File: src/rtl/mips_datapath_alu_muldiv_if.sv
// Request/result bus between the EX-stage issuer and the multiply/divide unit.
interface mips_datapath_alu_muldiv_if #(
  parameter int unsigned DATA_W = 32
);
  logic              op_valid;
  logic [2:0]        op;
  logic [DATA_W-1:0] op_a;
  logic [DATA_W-1:0] op_b;
  logic              flush;
  logic              busy;
  logic              done;
  logic [DATA_W-1:0] hi;
  logic [DATA_W-1:0] lo;

  modport master (
    output op_valid, op, op_a, op_b, flush,
    input  busy, done, hi, lo
  );

  modport slave (
    input  op_valid, op, op_a, op_b, flush,
    output busy, done, hi, lo
  );
endinterface

File: src/rtl/mips_datapath_alu_muldiv.sv
// Iterative MULT/MULTU/DIV/DIVU unit with architectural HI/LO registers.
// Multiply is shift-add retiring MUL_STEP multiplier bits per cycle; divide is
// restoring, one quotient bit per cycle. Both work on magnitudes and apply
// signs in a single FIX cycle.
module mips_datapath_alu_muldiv #(
  parameter int unsigned DATA_W   = 32,
  parameter int unsigned MUL_STEP = 1
) (
  input logic                       clk,
  input logic                       rst,
  mips_datapath_alu_muldiv_if.slave bus
);

  localparam int unsigned MUL_CYC = DATA_W / MUL_STEP;
  localparam int unsigned DIV_CYC = DATA_W;
  localparam int unsigned CNT_W   = $clog2(DATA_W + 1);
  localparam int unsigned PW      = 2 * DATA_W;
  localparam int unsigned SW      = DATA_W + MUL_STEP;

  localparam logic [2:0] OP_MTHI = 3'd4;
  localparam logic [2:0] OP_MTLO = 3'd5;

  typedef enum logic [1:0] {IDLE, CALC, FIX} state_t;

  state_t            state;
  state_t            state_next;
  logic [CNT_W-1:0]  count;
  logic              is_div;
  logic              neg_q;
  logic              neg_r;
  logic              div_zero;
  logic [DATA_W-1:0] oper;
  logic [DATA_W-1:0] rem;
  logic [PW-1:0]     prod;
  logic [DATA_W-1:0] hi_q;
  logic [DATA_W-1:0] lo_q;
  logic              busy_q;
  logic              done_q;

  logic              accept;
  logic              op_muldiv;
  logic              op_signed;
  logic              op_is_div;
  logic              a_neg;
  logic              b_neg;
  logic [DATA_W-1:0] a_mag;
  logic [DATA_W-1:0] b_mag;
  logic              last;

  logic [SW-1:0]       partial;
  logic [SW-1:0]       sum;
  logic [PW+MUL_STEP-1:0] mul_cat;
  logic [PW-1:0]       mul_next;
  logic [DATA_W:0]     div_shift;
  logic [DATA_W:0]     div_diff;
  logic                div_ge;
  logic [DATA_W-1:0]   rem_next;
  logic [DATA_W-1:0]   quo_next;
  logic [PW-1:0]       prod_fix;
  logic [DATA_W-1:0]   quo_fix;
  logic [DATA_W-1:0]   rem_fix;

  // Request decode; magnitude of the most negative value is its own bit pattern read unsigned
  assign accept    = bus.op_valid & ~busy_q & ~bus.flush;
  assign op_muldiv = ~bus.op[2];
  assign op_signed = ~bus.op[0];
  assign op_is_div = bus.op[1];
  assign a_neg     = op_signed & bus.op_a[DATA_W-1];
  assign b_neg     = op_signed & bus.op_b[DATA_W-1];
  assign a_mag     = a_neg ? -bus.op_a : bus.op_a;
  assign b_mag     = b_neg ? -bus.op_b : bus.op_b;
  assign last      = (count == (is_div ? CNT_W'(DIV_CYC - 1) : CNT_W'(MUL_CYC - 1)));

  // State register
  always_ff @(posedge clk or posedge rst) begin
    if (rst) state <= IDLE;
    else     state <= state_next;
  end

  // Next-state logic; flush wins from any state
  always_comb begin
    state_next = state;
    case (state)
      IDLE:    if (accept && op_muldiv) state_next = CALC;
      CALC:    if (last) state_next = FIX;
      FIX:     state_next = IDLE;
      default: state_next = IDLE;
    endcase
    if (bus.flush) state_next = IDLE;
  end

  // One iteration of shift-add multiply / restoring divide, plus sign fix-up
  always_comb begin
    partial   = SW'(oper) * SW'(prod[MUL_STEP-1:0]);
    sum       = SW'(prod[PW-1:DATA_W]) + partial;
    mul_cat   = {sum, prod[DATA_W-1:0]};
    mul_next  = PW'(mul_cat >> MUL_STEP);
    div_shift = {rem, prod[DATA_W-1]};
    div_diff  = div_shift - {1'b0, oper};
    div_ge    = (div_shift >= {1'b0, oper});
    rem_next  = DATA_W'(div_ge ? div_diff : div_shift);
    quo_next  = {prod[DATA_W-2:0], div_ge};
    prod_fix  = neg_q ? -prod : prod;
    quo_fix   = neg_q ? -prod[DATA_W-1:0] : prod[DATA_W-1:0];
    rem_fix   = neg_r ? -rem : rem;
  end

  // Operand latch, iteration registers and HI/LO write-back
  always_ff @(posedge clk or posedge rst) begin
    if (rst) begin
      count    <= '0;
      is_div   <= 1'b0;
      neg_q    <= 1'b0;
      neg_r    <= 1'b0;
      div_zero <= 1'b0;
      oper     <= '0;
      rem      <= '0;
      prod     <= '0;
      hi_q     <= '0;
      lo_q     <= '0;
      busy_q   <= 1'b0;
      done_q   <= 1'b0;
    end else begin
      busy_q <= (state_next != IDLE);
      done_q <= 1'b0;
      case (state)
        IDLE: begin
          if (accept) begin
            if (bus.op == OP_MTHI) hi_q <= bus.op_a;
            if (bus.op == OP_MTLO) lo_q <= bus.op_a;
            if (op_muldiv) begin
              count    <= '0;
              is_div   <= op_is_div;
              neg_q    <= a_neg ^ b_neg;
              neg_r    <= a_neg;
              div_zero <= op_is_div & (bus.op_b == '0);
              rem      <= '0;
              oper     <= op_is_div ? b_mag : a_mag;
              prod     <= {{DATA_W{1'b0}}, (op_is_div ? a_mag : b_mag)};
            end
          end
        end
        CALC: begin
          count <= count + CNT_W'(1);
          if (is_div) begin
            rem  <= rem_next;
            prod <= {prod[PW-1:DATA_W], quo_next};
          end else begin
            prod <= mul_next;
          end
        end
        FIX: begin
          if (!bus.flush) begin
            done_q <= 1'b1;
            if (is_div) begin
              hi_q <= rem_fix;
              lo_q <= div_zero ? {DATA_W{1'b1}} : quo_fix;
            end else begin
              hi_q <= prod_fix[PW-1:DATA_W];
              lo_q <= prod_fix[DATA_W-1:0];
            end
          end
        end
        default: ;
      endcase
    end
  end

  assign bus.busy = busy_q;
  assign bus.done = done_q;
  assign bus.hi   = hi_q;
  assign bus.lo   = lo_q;

endmodule

File: src/flat_wrapper.sv
// flat-port wrapper written by rule: the top's interface ports become plain ports
module mips_datapath_alu_muldiv_flat 
#(
  parameter int unsigned DATA_W   = 32,
  parameter int unsigned MUL_STEP = 1
)
  (clk, rst, bus_op_valid, bus_op, bus_op_a, bus_op_b, bus_flush, bus_busy, bus_done, bus_hi, bus_lo);
  mips_datapath_alu_muldiv_if #(.DATA_W(DATA_W)) bus_i ();
  input logic clk;
  input logic rst;
  input wire logic [$bits(bus_i.op_valid)-1:0] bus_op_valid;
  input wire logic [$bits(bus_i.op)-1:0] bus_op;
  input wire logic [$bits(bus_i.op_a)-1:0] bus_op_a;
  input wire logic [$bits(bus_i.op_b)-1:0] bus_op_b;
  input wire logic [$bits(bus_i.flush)-1:0] bus_flush;
  output wire logic [$bits(bus_i.busy)-1:0] bus_busy;
  output wire logic [$bits(bus_i.done)-1:0] bus_done;
  output wire logic [$bits(bus_i.hi)-1:0] bus_hi;
  output wire logic [$bits(bus_i.lo)-1:0] bus_lo;
  assign bus_i.op_valid = bus_op_valid;
  assign bus_i.op = bus_op;
  assign bus_i.op_a = bus_op_a;
  assign bus_i.op_b = bus_op_b;
  assign bus_i.flush = bus_flush;
  assign bus_busy = bus_i.busy;
  assign bus_done = bus_i.done;
  assign bus_hi = bus_i.hi;
  assign bus_lo = bus_i.lo;
  mips_datapath_alu_muldiv #(.DATA_W(DATA_W), .MUL_STEP(MUL_STEP)) u_core (.clk(clk), .rst(rst), .bus(bus_i));
endmodule
File: config.mk
export PLATFORM = sky130hd
export DESIGN_NAME = mips_datapath_alu_muldiv_flat
export DESIGN_NICKNAME = d
export VERILOG_FILES = /design/src/rtl/mips_datapath_alu_muldiv_if.sv /design/src/rtl/mips_datapath_alu_muldiv.sv /design/src/flat_wrapper.sv
export SDC_FILE = /design/constraint.sdc
export NUM_CORES = 1
export LEC_CHECK = 0
export BUFFER_PORTS_ARGS = -buffer_cell sky130_fd_sc_hd__buf_2
export CAP_MARGIN = 15
export CORE_AREA = 8 8 191 193
export DETAILED_ROUTE_END_ITERATION = 10
export DIE_AREA = 0 0 199 201
export PLACE_DENSITY_LB_ADDON = 0.05
export SLEW_MARGIN = 20
export SYNTH_ARGS = -nofsm -noshare
export SYNTH_HDL_FRONTEND = slang
export SYNTH_SLANG_ARGS = --single-unit
File: constraint.sdc
create_clock -name clk -period 14.9 [get_ports clk]
set_input_delay 2.235 -clock clk [delete_from_list [all_inputs] [get_ports clk]]
set_output_delay 2.235 -clock clk [all_outputs]
set_load 0.005 [all_outputs]
==> metrics.txt <==
ANT nets after route=0; CTS sink cnt=206; Final Skew=approximately 0.024 ns; clock power share=0.255; crit path DAT=5.14 ns; Worst EP required=15.33 ns; Final Critical Period=between 4 and 5 ns; Cells after Synth=2051; commonest non-fill, non-tap cell in the layout=nand2_1; cell area power density=141 nW/um^2; DP Worst Slack=about 9.7 ns; Starting Density=0.493; top_reg_cell synth=dfrtp_1; # H-tree levels=1; combinational share of power=0.405; die footprint=between 30000 and 40000 um^2; most frequent cells in the layout=234 x nand2_1, 232 x o21ai_0, 204 x dfrtp_1, 142 x a21oi_1, 139 x nor2_1; drt drc=0; Clock Pin Slew Worst Setup and Hold Paths=0.06 ns; largest net degree at the start of global routing=98; slowest CP cell=or4_1; # port buffers=136; yosys warns=0; Leak=8.05 nW; CTS max path bufs=3; Post-layout nets=2246; drt pass-1 iters=8; GR Util All Layers=0.307; CP Capture Type=flop; RSZ-0062 raised after global routing=no; CTS tree=built; CP most frequent cell=nor4_2; final worst slack=10.19 ns; initial antenna violation count=2; pin slew with the least headroom to its limit=approximately 1.2 ns; final hold vios=0; status=finished, final reports clean; DR iter-0 viols=2034; worst vdd ir=0.0887 mV; vias in the first global route=15286; CTS Hold Bufs=0; core area=33300 um^2; Clk Latency, worst-skew pair=0.57 ns; final setup TNS=0 ns; Setup Buffers After CTS=0; Final Slew Violations=0; f_max=approximately 0.21 GHz; Root Buffer=clkbuf_16; Post-synth ARST share=1.00; register bit total from synthesis=206; HP Class=reg2reg; area growth from synthesis to layout=11.1%; RePlAce Congestion=0.962; syn_area_per_cell=roughly 8 um^2; final wirelength=63100 um; HPWL Detailed=about 47000 um; post-synthesis sequential area ratio=0.314; sequential share of power=0.340; final period utilization=0.316; Slew HR=0.227; top-level I/O count=137; Synth Net Count=between 2000 and 2500; post-synthesis cell type count=73; first-pass GRT wire length=approximately 95000 um; critical path startpoint category=input pin; via/cell ratio=6.47; Post-synth EDFFs=0; final setup fails=0; internal power=0.00148 W; global route overflow=0; share of post-route cells with drive strength above 1=0.113; final hold slack=about 0.47 ns; P_sw=0.00108 W; mean routed wirelength per cell=around 25 um; Rows=67; Cell Area, Synth=16400 um^2; Max Cap Violations=0; switch share=0.421; CP Max Fanout=5; crit path cell chain=buf_2, or4_1, nor4_2, nand3b_1, nor4_2, a21oi_1, xor2_1, a222oi_1, o21ai_0; crit path kind=in2reg; clock buffer count from CTS=26; die width=around 200 um; Vias=16617; post-cts sizing count=0; Vert. Die Dim=~200 um; CP peak stage delay=around 0.60 ns
[power by group through the flow]
stage / combinational, W / sequential (W) / clock [W]
3_5_place_dp: 0.00102 / 0.000868 / 0
4_1_cts: 0.00102 / 0.000860 / 0.000657
6_report: 0.00104 / 0.000870 / 0.000653
5_1_grt: 0.00114 / 0.000884 / 0.000679
2_1_floorplan: 0.000737 / 0.000792 / 0
3_3_place_gp: 0.00100 / 0.000865 / 0
[final timing paths]
path                       slack (ns)  depth (start not counted)        startpoint           endpoint
setup / recovery                10.19                          9       bus_op_a[8]    u_core.prod[24]
hold / removal                   0.47                          2  u_core.bus.lo[1]   u_core.bus.lo[1]
setup reg to reg                10.72                         11     u_core.rem[4]     u_core.rem[31]
hold reg to reg                  0.47                          2  u_core.bus.lo[1]   u_core.bus.lo[1]
max in group asynchronous       11.70                          3               rst   u_core.bus.hi[8]
min in group asynchronous        1.78                          2               rst  u_core.bus.lo[15]
[sequential cells by signal (all words and copies together), names as in the netlist, 2 cells and up]
register,cells
u_core.bus.hi,32
u_core.bus.lo,32
u_core.count,6
u_core.oper,32
u_core.prod,64
u_core.rem,32
u_core.state,2
[kinds of logic (layout without fill, tap and decap cells)]
group | count (synthesis) | count (layout) | share of synthesized area
AO/OA/AOI/OAI | 688 | 688 | 0.264
AND/OR/NAND/NOR | 644 | 644 | 0.187
flip-flops | 206 | 206 | 0.314
buffers and inverters | 199 | 269 | 0.0461
XOR/XNOR | 197 | 197 | 0.105
adder cells (fa/ha/maj) | 71 | 71 | 0.0550
multiplexers | 46 | 46 | 0.0287
other | 0 | 1 | 0
[per-stage QoR]
stage	total power, W	area, um^2	utilization	cells
floorplan	0.00153	16400	-	2051
global placement	0.00187	17400	0.522	2524
detailed placement	0.00189	17400	0.522	2524
CTS	0.00254	18200	0.548	2569
global route	0.00270	18200	0.548	2570
finish	0.00256	18200	0.548	2570
[per-layer routing]
metal | wire (um) | vias to the layer above | GRT usage | part of all wire
met3 | 6800 | 112 | 0.0567 | 0.11
met4 | 2350 | 2 | 0.109 | 0.037
met5 | 18 | - | 0 | 0.00029
met1 | 28000 | 8027 | 0.461 | 0.44
li1 | - | 7587 | - | -
met2 | 25900 | 889 | 0.430 | 0.41
[cell type report]
| cell class | instances | area [um^2] |
|---|---|---|
| antenna | 1 | 2.50 |
| timing repair buffer | 160 | 861 |
| clock inverter | 9 | 138 |
| tap | 448 | 561 |
| sequential | 206 | 5160 |
| multi-input combinational | 1646 | 10500 |
| clock buffer | 36 | 718 |
| inverter | 64 | 248 |
| fill | 3224 | 15000 |
[synth_stat cells (14+ instances only)]
library cell	number	area, um^2
o221ai_1	14	123
clkbuf_1	121	454
xor2_1	89	780
ha_1	69	863
xnor2_1	108	946
inv_1	64	240
nor3_1	35	175
o21ai_0	232	1160
a21oi_1	142	711
nand3_1	59	295
or3_1	33	206
dfrtp_1	206	5150
o311ai_0	23	201
o22ai_1	39	244
nand2b_1	27	169
or4_1	15	113
mux2i_1	37	370
a211oi_1	16	120
o211ai_1	14	105
nor2_1	140	526
o41ai_1	20	175
and3_1	22	138
nand2_1	234	878
o31ai_1	50	375
a21o_1	41	308
[worst max-delay path, delay by kind of cell]
family | cells | cell delay, ns
buf+inv | 1 | 0.14
xor+xnor | 1 | 0.21
simple gates | 4 | 1.90
compound gates | 3 | 0.65
No activity file was read; power rests on OpenSTA's default activity.
